[src/rtl/alu_arbiter_pkg.sv]
// alu_arbiter_pkg: shared ALU command codes, status bit positions and FSM state encoding
package alu_arbiter_pkg;
    localparam logic [3:0] CMD_MOV = 4'b0001;
    localparam logic [3:0] CMD_MVN = 4'b1001;
    localparam logic [3:0] CMD_ADD = 4'b0010;
    localparam logic [3:0] CMD_ADC = 4'b0011;
    localparam logic [3:0] CMD_SUB = 4'b0100;
    localparam logic [3:0] CMD_SBC = 4'b0101;
    localparam logic [3:0] CMD_AND = 4'b0110;
    localparam logic [3:0] CMD_ORR = 4'b0111;
    localparam logic [3:0] CMD_EOR = 4'b1000;
    localparam int ST_N = 3;
    localparam int ST_Z = 2;
    localparam int ST_C = 1;
    localparam int ST_V = 0;
    typedef enum logic {IDLE = 1'b0, BUSY = 1'b1} state_t;
endpackage

[src/rtl/alu_arbiter_if.sv]
// alu_arbiter_if: requester and response bus of alu_arbiter
//   requester side : req_valid/req_ready per requester, packed req_a/req_b/req_cmd/req_s
//                    (req_lock too when ALU_LOCK_EN is defined)
//   response side  : rsp_valid/rsp_ready handshake with rsp_id/rsp_result/rsp_status
//   modports       : master = requesters + consumer, slave = arbiter
interface alu_arbiter_if #(
    parameter int NREQ  = 2,
    parameter int WIDTH = 32,
    localparam int IW   = (NREQ > 1) ? $clog2(NREQ) : 1
);
    logic [NREQ-1:0]       req_valid;
    logic [NREQ-1:0]       req_ready;
    logic [NREQ*WIDTH-1:0] req_a;
    logic [NREQ*WIDTH-1:0] req_b;
    logic [NREQ*4-1:0]     req_cmd;
    logic [NREQ-1:0]       req_s;
`ifdef ALU_LOCK_EN
    logic [NREQ-1:0]       req_lock;
`endif
    logic                  rsp_valid;
    logic                  rsp_ready;
    logic [IW-1:0]         rsp_id;
    logic [WIDTH-1:0]      rsp_result;
    logic [3:0]            rsp_status;
`ifdef ALU_LOCK_EN
    modport master (output req_valid, req_a, req_b, req_cmd, req_s, req_lock, rsp_ready,
                    input req_ready, rsp_valid, rsp_id, rsp_result, rsp_status);
    modport slave (input req_valid, req_a, req_b, req_cmd, req_s, req_lock, rsp_ready,
                   output req_ready, rsp_valid, rsp_id, rsp_result, rsp_status);
`else
    modport master (output req_valid, req_a, req_b, req_cmd, req_s, rsp_ready,
                    input req_ready, rsp_valid, rsp_id, rsp_result, rsp_status);
    modport slave (input req_valid, req_a, req_b, req_cmd, req_s, rsp_ready,
                   output req_ready, rsp_valid, rsp_id, rsp_result, rsp_status);
`endif
endinterface

[src/rtl/alu_arbiter_rr_arbiter.sv]
// rr_arbiter: round-robin grant among NREQ valid lines, pointer register inside
//   i_clk, i_rst_n : clock, synchronous active-low reset
//   i_valid        : request lines
//   i_en           : grant allowed this cycle
//   i_hold         : on a grant, keep the pointer on the winner instead of advancing
//   o_grant/o_idx  : one-hot grant and its index (index valid whenever any request is seen)
module rr_arbiter #(
    parameter int NREQ = 2,
    localparam int IW  = (NREQ > 1) ? $clog2(NREQ) : 1
) (
    input  logic            i_clk,
    input  logic            i_rst_n,
    input  logic [NREQ-1:0] i_valid,
    input  logic            i_en,
    input  logic            i_hold,
    output logic [NREQ-1:0] o_grant,
    output logic [IW-1:0]   o_idx
);
    logic [IW-1:0] r_ptr;
    logic [IW-1:0] w_idx;
    logic          w_found;

    // first valid index at or after the pointer, wrapping
    always_comb begin
        w_found = 1'b0;
        w_idx = '0;
        for (int k = 0; k < NREQ; k++) begin
            if (!w_found && i_valid[(int'(r_ptr) + k) % NREQ]) begin
                w_found = 1'b1;
                w_idx = IW'((int'(r_ptr) + k) % NREQ);
            end
        end
    end

    assign o_grant = (i_en && w_found) ? (NREQ'(1) << w_idx) : '0;
    assign o_idx = w_idx;

    always_ff @(posedge i_clk) begin
        if (!i_rst_n)
            r_ptr <= '0;
        else if (|o_grant)
            r_ptr <= i_hold ? w_idx : ((w_idx == IW'(NREQ - 1)) ? '0 : w_idx + 1'b1);
    end
endmodule

[src/rtl/alu_arbiter.sv]
// alu_arbiter: shares one external 32-bit ALU between NREQ requesters, registers result/NZCV
//   i_clk, i_rst_n  : clock, synchronous active-low reset
//   io_bus          : requester + response bus (alu_arbiter_if.slave)
//   o_alu_a/b/cmd   : operands and command of the granted requester, zero when idle
//   o_alu_cin       : carry flag of the architectural status register
//   i_alu_result    : ALU result, i_alu_status : ALU {N,Z,C,V}
//   o_status_q      : architectural status register {N,Z,C,V}
//   i_flush         : drop the held response and block grants this cycle
//   ALU_LOCK_EN     : when defined, io_bus.req_lock pins round-robin priority on a requester
module alu_arbiter
    import alu_arbiter_pkg::*;
#(
    parameter int NREQ  = 2,
    parameter int WIDTH = 32,
    localparam int IW   = (NREQ > 1) ? $clog2(NREQ) : 1
) (
    input  logic              i_clk,
    input  logic              i_rst_n,
    alu_arbiter_if.slave      io_bus,
    output logic [WIDTH-1:0]  o_alu_a,
    output logic [WIDTH-1:0]  o_alu_b,
    output logic [3:0]        o_alu_cmd,
    output logic              o_alu_cin,
    input  logic [WIDTH-1:0]  i_alu_result,
    input  logic [3:0]        i_alu_status,
    output logic [3:0]        o_status_q,
    input  logic              i_flush
);
    state_t           r_state;
    logic [IW-1:0]    r_rsp_id;
    logic [WIDTH-1:0] r_rsp_result;
    logic [3:0]       r_rsp_status;
    logic [3:0]       r_status;
    logic [NREQ-1:0]  w_grant;
    logic [IW-1:0]    w_idx;
    logic             w_en;
    logic             w_xfer;
    logic             w_hold;

    // a new op may only enter when the response register is free or being drained
    assign w_en = (r_state == IDLE || io_bus.rsp_ready) && !i_flush;
`ifdef ALU_LOCK_EN
    assign w_hold = io_bus.req_lock[w_idx];
`else
    assign w_hold = 1'b0;
`endif

    rr_arbiter #(.NREQ(NREQ)) u_rr (
        .i_clk   (i_clk),
        .i_rst_n (i_rst_n),
        .i_valid (io_bus.req_valid),
        .i_en    (w_en),
        .i_hold  (w_hold),
        .o_grant (w_grant),
        .o_idx   (w_idx)
    );

    assign w_xfer = |w_grant;
    assign io_bus.req_ready = w_grant;
    assign o_alu_a = w_xfer ? io_bus.req_a[w_idx*WIDTH +: WIDTH] : '0;
    assign o_alu_b = w_xfer ? io_bus.req_b[w_idx*WIDTH +: WIDTH] : '0;
    assign o_alu_cmd = w_xfer ? io_bus.req_cmd[w_idx*4 +: 4] : '0;
    assign o_alu_cin = r_status[ST_C];
    assign o_status_q = r_status;
    assign io_bus.rsp_valid = (r_state == BUSY);
    assign io_bus.rsp_id = r_rsp_id;
    assign io_bus.rsp_result = r_rsp_result;
    assign io_bus.rsp_status = r_rsp_status;

    always_ff @(posedge i_clk) begin
        if (!i_rst_n) begin
            r_state <= IDLE;
            r_rsp_id <= '0;
            r_rsp_result <= '0;
            r_rsp_status <= '0;
            r_status <= '0;
        end else if (w_xfer) begin
            r_state <= BUSY;
            r_rsp_id <= w_idx;
            r_rsp_result <= i_alu_result;
            r_rsp_status <= i_alu_status;
            if (io_bus.req_s[w_idx])
                r_status <= i_alu_status;
        end else if (i_flush || (r_state == BUSY && io_bus.rsp_ready)) begin
            r_state <= IDLE;
        end
    end
endmodule
[src/flat_wrapper.sv]
// flat-port wrapper written by rule: the top's interface ports become plain ports
module alu_arbiter_flat import alu_arbiter_pkg::*;
#(
    parameter int NREQ  = 2,
    parameter int WIDTH = 32,
    localparam int IW   = (NREQ > 1) ? $clog2(NREQ) : 1
)
  (i_clk, i_rst_n, o_alu_a, o_alu_b, o_alu_cmd, o_alu_cin, i_alu_result, i_alu_status, o_status_q, i_flush, io_bus_req_valid, io_bus_req_a, io_bus_req_b, io_bus_req_cmd, io_bus_req_s, io_bus_rsp_ready, io_bus_req_ready, io_bus_rsp_valid, io_bus_rsp_id, io_bus_rsp_result, io_bus_rsp_status);
  alu_arbiter_if #(.NREQ(NREQ), .WIDTH(WIDTH)) io_bus_i ();
  input  logic i_clk;
  input  logic i_rst_n;
  output logic [WIDTH-1:0] o_alu_a;
  output logic [WIDTH-1:0] o_alu_b;
  output logic [3:0] o_alu_cmd;
  output logic o_alu_cin;
  input  logic [WIDTH-1:0] i_alu_result;
  input  logic [3:0] i_alu_status;
  output logic [3:0] o_status_q;
  input  logic i_flush;
  input wire logic [$bits(io_bus_i.req_valid)-1:0] io_bus_req_valid;
  input wire logic [$bits(io_bus_i.req_a)-1:0] io_bus_req_a;
  input wire logic [$bits(io_bus_i.req_b)-1:0] io_bus_req_b;
  input wire logic [$bits(io_bus_i.req_cmd)-1:0] io_bus_req_cmd;
  input wire logic [$bits(io_bus_i.req_s)-1:0] io_bus_req_s;
  input wire logic [$bits(io_bus_i.rsp_ready)-1:0] io_bus_rsp_ready;
  output wire logic [$bits(io_bus_i.req_ready)-1:0] io_bus_req_ready;
  output wire logic [$bits(io_bus_i.rsp_valid)-1:0] io_bus_rsp_valid;
  output wire logic [$bits(io_bus_i.rsp_id)-1:0] io_bus_rsp_id;
  output wire logic [$bits(io_bus_i.rsp_result)-1:0] io_bus_rsp_result;
  output wire logic [$bits(io_bus_i.rsp_status)-1:0] io_bus_rsp_status;
  assign io_bus_i.req_valid = io_bus_req_valid;
  assign io_bus_i.req_a = io_bus_req_a;
  assign io_bus_i.req_b = io_bus_req_b;
  assign io_bus_i.req_cmd = io_bus_req_cmd;
  assign io_bus_i.req_s = io_bus_req_s;
  assign io_bus_i.rsp_ready = io_bus_rsp_ready;
  assign io_bus_req_ready = io_bus_i.req_ready;
  assign io_bus_rsp_valid = io_bus_i.rsp_valid;
  assign io_bus_rsp_id = io_bus_i.rsp_id;
  assign io_bus_rsp_result = io_bus_i.rsp_result;
  assign io_bus_rsp_status = io_bus_i.rsp_status;
  alu_arbiter #(.NREQ(NREQ), .WIDTH(WIDTH)) u_core (.i_clk(i_clk), .i_rst_n(i_rst_n), .io_bus(io_bus_i), .o_alu_a(o_alu_a), .o_alu_b(o_alu_b), .o_alu_cmd(o_alu_cmd), .o_alu_cin(o_alu_cin), .i_alu_result(i_alu_result), .i_alu_status(i_alu_status), .o_status_q(o_status_q), .i_flush(i_flush));
endmodule
[config.mk]
export PLATFORM = sky130hd
export DESIGN_NAME = alu_arbiter_flat
export DESIGN_NICKNAME = d
export VERILOG_FILES = /design/src/rtl/alu_arbiter_pkg.sv /design/src/rtl/alu_arbiter_if.sv /design/src/rtl/alu_arbiter_rr_arbiter.sv /design/src/rtl/alu_arbiter.sv /design/src/flat_wrapper.sv
export SDC_FILE = /design/constraint.sdc
export NUM_CORES = 1
export LEC_CHECK = 0
export BUFFER_PORTS_ARGS = -buffer_cell sky130_fd_sc_hd__buf_2
export CORE_AREA = 2 2 113 115
export CTS_BUF_LIST = sky130_fd_sc_hd__clkbuf_8
export CTS_CLUSTER_SIZE = 28
export DETAILED_ROUTE_END_ITERATION = 8
export DIE_AREA = 0 0 115 117
export PLACE_DENSITY = 0.59
export SYNTH_ARGS = -nofsm -noshare
export SYNTH_HDL_FRONTEND = slang
export SYNTH_SLANG_ARGS = --single-unit
[constraint.sdc]
create_clock -name i_clk -period 3.9 [get_ports i_clk]
set_input_delay 0.39 -clock i_clk [delete_from_list [all_inputs] [get_ports i_clk]]
set_output_delay 0.39 -clock i_clk [all_outputs]
set_load 0.1 [all_outputs]
## Word level (Yosys, flattened, before mapping)

Cells that the tools add are included.

- Shifts and indexed selects: 4
- Add/sub/neg operators: 2
- Magnitude comparators: 3
- Bitwise operators: 2
- Reductions and logical operators: 11
- Multiplexer cells: 18

Operator list:

| kind | count |
|---|---|
| indexed part select 64 x 7 -> 32 bit | 2 |
| two-way mux 32 bit | 2 |
| two-way mux 1 bit | 14 |
| indexed part select 8 x 4 -> 4 bit | 1 |
| logical AND 1 bit | 4 |
| < comparator 1 x 2 -> 1 bit, second input constant | 2 |
| two-way mux 4 bit | 1 |
| < comparator 2 x 3 -> 1 bit, second input constant | 1 |
| adder 1 bit, second input constant | 2 |
| logical NOT 1 bit | 2 |
| logical OR 1 bit | 2 |
| two-way mux 2 bit | 1 |
| AND reduction 2 bit | 1 |
| nonzero test 2 bit | 1 |
| OR reduction 2 bit | 1 |
| << shifter 1 x 1 -> 2 bit, first input constant | 1 |
| AND 1 bit, first input constant | 1 |
| inverter 1 bit | 1 |

- Input port bits: 180
- Register bits after elaboration: 43
- Word-level logic and storage cells: 46

## Longest topological paths before layout

- Depth in word-level cells: 11
- Depth in mapped cells: 6

## Modules after synthesis

From an unflattened synthesis, not the netlist that was laid out.

- Cell total of the unflattened synthesis: 353
- Area total of the unflattened synthesis: 2780.2 µm²

Modules (own cells, without submodules):

| module | area each (µm²) | instances | cells each |
|---|---|---|---|
| alu_arbiter | 2681.3 | 1 | 339 |
| rr_arbiter | 98.8 | 1 | 14 |

## Worst setup path before layout

No wires, ideal clock.

- Path type: register -> output
- Start point: register u_core.r_state (netlist: u_core.io_bus.rsp_valid)
- End point: output port o_alu_a[21]
- Path slack: 0.175 ns
- Data arrival time: 3.335 ns
- Data required time: 3.510 ns
- Stages on the path, launching flop included: 5
- Cells stage by stage: dfxtp_1 -> nor2b_4 -> nor4b_4 -> clkbuf_1 -> a22o_1

- Longest elaborated chain between the ends: 7

Ends and longest elaborated chain:

| element | line | RTL |
|---|---|---|
| start: declaration | alu_arbiter.sv:29 | `state_t r_state;` |
| start signal: assignment | alu_arbiter.sv:72 | `r_state <= IDLE;` |
| start signal: assignment | alu_arbiter.sv:78 | `r_state <= BUSY;` |
| start signal: assignment | alu_arbiter.sv:85 | `r_state <= IDLE;` |
| inverter 1 bit | alu_arbiter.sv:41 | `assign w_en = (r_state == IDLE \|\| io_bus.rsp_ready) && !i_flush;` |
| logical OR 1 bit | alu_arbiter.sv:41 |  |
| logical AND 1 bit | alu_arbiter.sv:41 |  |
| logical AND 1 bit | alu_arbiter_rr_arbiter.sv:35 | `assign o_grant = (i_en && w_found) ? (NREQ'(1) << w_idx) : '0;` |
| two-way mux 2 bit | alu_arbiter_rr_arbiter.sv:35 |  |
| net io_bus_req_ready[1] | flat_wrapper.sv:26 | `output wire logic [$bits(io_bus_i.req_ready)-1:0] io_bus_req_ready;` |
| OR reduction 2 bit | alu_arbiter.sv:58 | `assign w_xfer = \|w_grant;` |
| two-way mux 32 bit | alu_arbiter.sv:60 | `assign o_alu_a = w_xfer ? io_bus.req_a[w_idx*WIDTH +: WIDTH] : '0;` |
| end: declaration | flat_wrapper.sv:12 | `output logic [WIDTH-1:0] o_alu_a;` |

The timed path passes the listed nets, and every way through them passes these cells.

## Final worst setup path

- Start point: register u_core.r_state (netlist: u_core.io_bus.rsp_valid)
- End point: output port o_alu_a[11]

- Longest elaborated chain between the ends: 7

Ends and longest elaborated chain:

| element | line |
|---|---|
| inverter 1 bit | alu_arbiter.sv:41 |
| logical OR 1 bit | alu_arbiter.sv:41 |
| logical AND 1 bit | alu_arbiter.sv:41 |
| logical AND 1 bit | alu_arbiter_rr_arbiter.sv:35 |
| two-way mux 2 bit | alu_arbiter_rr_arbiter.sv:35 |
| OR reduction 2 bit | alu_arbiter.sv:58 |
| two-way mux 32 bit | alu_arbiter.sv:60 |

Every way passes these cells.

==> metrics.csv <==
stage,metric,value,unit
die,Rows,41,
route,DR WL/cell,14.8,µm
worst_setup_path,crit path max fanout,71,
pwr,static leakage,2.23,nW
clock_network,htree depth,2,
sta,Final Cycle Share,0.729,
sta,clock skew,0.00826,ns
sta,f_max,0.352,GHz
clock_network,post-CTS sizing,0,
min_path,hold depth,3,
logic_synthesis,"Avg Cell Area, Syn",8.68,µm²
layout,most frequent cells in the layout,"buf_2, nand2_1, a22o_1",
sta,Max-slew headroom,0.171,
route,post-route ant nets,0,
grt,GRT Util Overall,0.133,
pwr,Net Sw Frac,0.509,
clock_network,Skew-Pair Late Insertion Delay,0.29,ns
grt,vias in the first global route,2746,
clock_network,CTS tree,built,
pwr,Power Density,420,nW/µm²
route,via count,3143,
route,Via density,4.50,
route,DR iter-0 viols,168,
worst_setup_path,crit path cell chain,nor2b_4 -> a2111oi_4 -> buf_4 -> a22o_1 -> buf_2,
sta,Fin Hold WS,0.327,ns
layout,share of layout cells above drive strength 1,0.558,
logic_synthesis,yosys warns,0,
die,total die area,13500,µm²
sta,worst setup margin,1.06,ns
die,Die Y,117,µm
worst_setup_path,Crit path arrival time,2.45,ns
worst_setup_path,"delay-heaviest family, CP",buffers and inverters,
layout,"commonest non-fill, non-tap cell in the layout",buf_2,
die,Starting Density,0.193,
worst_setup_path,Startpoint Class,flip-flop,
worst_setup_path,"Slowest-stage cell, CP",buf_4,
placement,gp weighted congestion,0.988,
worst_setup_path,CP max stage delay,0.60,ns
pwr,Total Power,1.68,mW
logic_synthesis,post-synthesis sequential area ratio,0.362,
worst_setup_path,WS Path Type,reg2out,
placement,DP Worst Slack,1.27,ns
route,highest routed metal layer,met4,
worst_setup_path,stages on the worst setup path,5,
clock_network,Hold Buf Count CTS,0,
grt,first-pass GRT wire length,14300,µm
min_path,Worst Hold Class,in2reg,
sta,Final setup viols,0,
pwr,Clock Power Share,0.199,
route,met3 wire len,1080,µm
pwr,P_sw,0.853,mW
run,Max Cap Violations,0,
worst_setup_path,r2r worst-path depth,4,
clock_network,Setup Buffers After CTS,0,
layout,area grow syn2layout,67.9,%
sta,Max Slew Vio Count,0,
clock_network,Num CTS Buffers,5,
layout,diode count,0,
clock_network,CTS max path bufs,2,
sta,RSZ-0062 raised after global routing,false,
route,met2 WL,4910,µm
die,Die Width,115,µm
grt,GR Overflow Total,0,
worst_setup_path,Critical Path RT,3.51,ns
logic_synthesis,Mapped Area,2380,µm²
sta,"Hold Vio Cnt, Final",0,
clock_network,"Reg clk slew, reported paths",0.08,ns
layout,# nets final,728,
placement,Post-DP HPWL,8260,µm
route,TritonRoute pass-1 iters,4,
route,Routed WL,10400,µm
logic_synthesis,number of distinct library cells after synthesis,21,
pwr,Pint,0.824,mW
status,status,"finished, final reports clean",
worst_setup_path,crit end category,primary output,
sta,Slew @ Worst Pin,1.24,ns
sta,min Tclk post-route,2.84,ns
worst_setup_path,critical path buffer and inverter count,2,
clock_network,Clock Sink Count,43,
clock_network,root buffer cell,clkbuf_8,
die,Core ar.,12300,µm²
sta,setup_tns,0,ns
die,io pins,293,
logic_synthesis,Synth Instances,274,
route,Post-Route M1 WL,4230,µm
grt,antenna violations before repair,0,
grt,largest net degree at the start of global routing,72,
logic_synthesis,Synth Net Count,454,
pwr,sequential share of power,0.284,
placement,PortBufs,292,
pwr,maximum VDD drop,0.000192,V
route,drt drc,0,
pwr,Comb power frac,0.517,
logic_synthesis,register bit total from synthesis,43,
[registers in the layout (all words and copies together), names as in the netlist]
signal                    cells
u_core.io_bus.rsp_id          1
u_core.io_bus.rsp_status      4
u_core.io_bus.rsp_result     32
u_core.o_status_q             4
u_core.io_bus.rsp_valid       1
u_core.u_rr.r_ptr             1
[power by group through the flow]
stage / combinational (mW) / sequential [mW] / clock [mW]
2_1_floorplan: 0.509 / 0.665 / 0
3_3_place_gp: 0.868 / 0.486 / 0
3_5_place_dp: 0.869 / 0.487 / 0
4_1_cts: 0.872 / 0.478 / 0.348
5_1_grt: 0.900 / 0.480 / 0.368
6_report: 0.867 / 0.477 / 0.334
[final timing paths]
kind,start,end,slack [ns]
hold / removal,i_alu_result[6],u_core.io_bus.rsp_result[6]$_SDFFE_PN0P_,0.33
setup reg to reg,u_core.io_bus.rsp_valid$_SDFFE_PN0P_,u_core.io_bus.rsp_status[1]$_SDFFE_PN0P_,1.94
setup / recovery,u_core.io_bus.rsp_valid$_SDFFE_PN0P_,o_alu_a[11],1.06
hold reg to reg,u_core.io_bus.rsp_result[14]$_SDFFE_PN0P_,u_core.io_bus.rsp_result[14]$_SDFFE_PN0P_,0.45
[kinds of logic (layout without fill, tap and decap cells)]
logic type,count (synthesis),in the layout,synth area share
muxes,4,4,0.0168
buffers and inverters,29,303,0.0705
AOI/OAI and AO/OA,106,106,0.385
and+or+nand+nor,92,92,0.166
DFF,43,43,0.362
[final cells by class]
type | count | area [µm²]
clock buffers | 5 | 68.8
flip-flops and latches | 43 | 861
inverters | 1 | 3.75
well taps | 150 | 188
fillers | 1343 | 8320
multi-input cells | 202 | 1350
clock inverters | 2 | 33.8
repair buffers | 295 | 1480
[through the flow]
step                      cell area (µm²)  cells   util
after floorplan                      2380    274      -
after global placement               3890    691  0.316
after detailed placement             3890    691  0.316
after CTS                            3990    698  0.324
after global routing                 3990    698  0.324
final                                3990    698  0.324
[tightest hold or removal path, stage by stage]
cell and delay, ns:
buf_2 0.09, nand2_1 0.04, a21boi_1 0.05
[synth_stat cells]
| cell type | number | area share |
|---|---|---|
| nand2_1 | 80 | 0.13 |
| a22o_1 | 68 | 0.25 |
| dfxtp_1 | 43 | 0.36 |
| a21boi_0 | 20 | 0.063 |
| a21boi_1 | 16 | 0.051 |
| clkbuf_1 | 16 | 0.025 |
| buf_6 | 7 | 0.033 |
| mux2i_1 | 4 | 0.017 |
| nor2_1 | 3 | 0.0047 |
| nor3b_1 | 3 | 0.0095 |
| buf_1 | 2 | 0.0032 |
| buf_2 | 2 | 0.0042 |
| nor3_1 | 2 | 0.0042 |
| a2111oi_4 | 1 | 0.012 |
| a22oi_4 | 1 | 0.0089 |
| buf_4 | 1 | 0.0032 |
| inv_1 | 1 | 0.0016 |
| nor2b_1 | 1 | 0.0026 |
| nor2b_4 | 1 | 0.0058 |
| nor4b_4 | 1 | 0.010 |
| or3_1 | 1 | 0.0026 |
[layer usage]
metal | GRT usage | vias up
li1 | - | 1532
met4 | 0.0297 | 0
met3 | 0.0396 | 12
met1 | 0.167 | 1441
met2 | 0.225 | 158
met5 | 0 | -
Note: power is estimated with default switching activity, not from simulation.
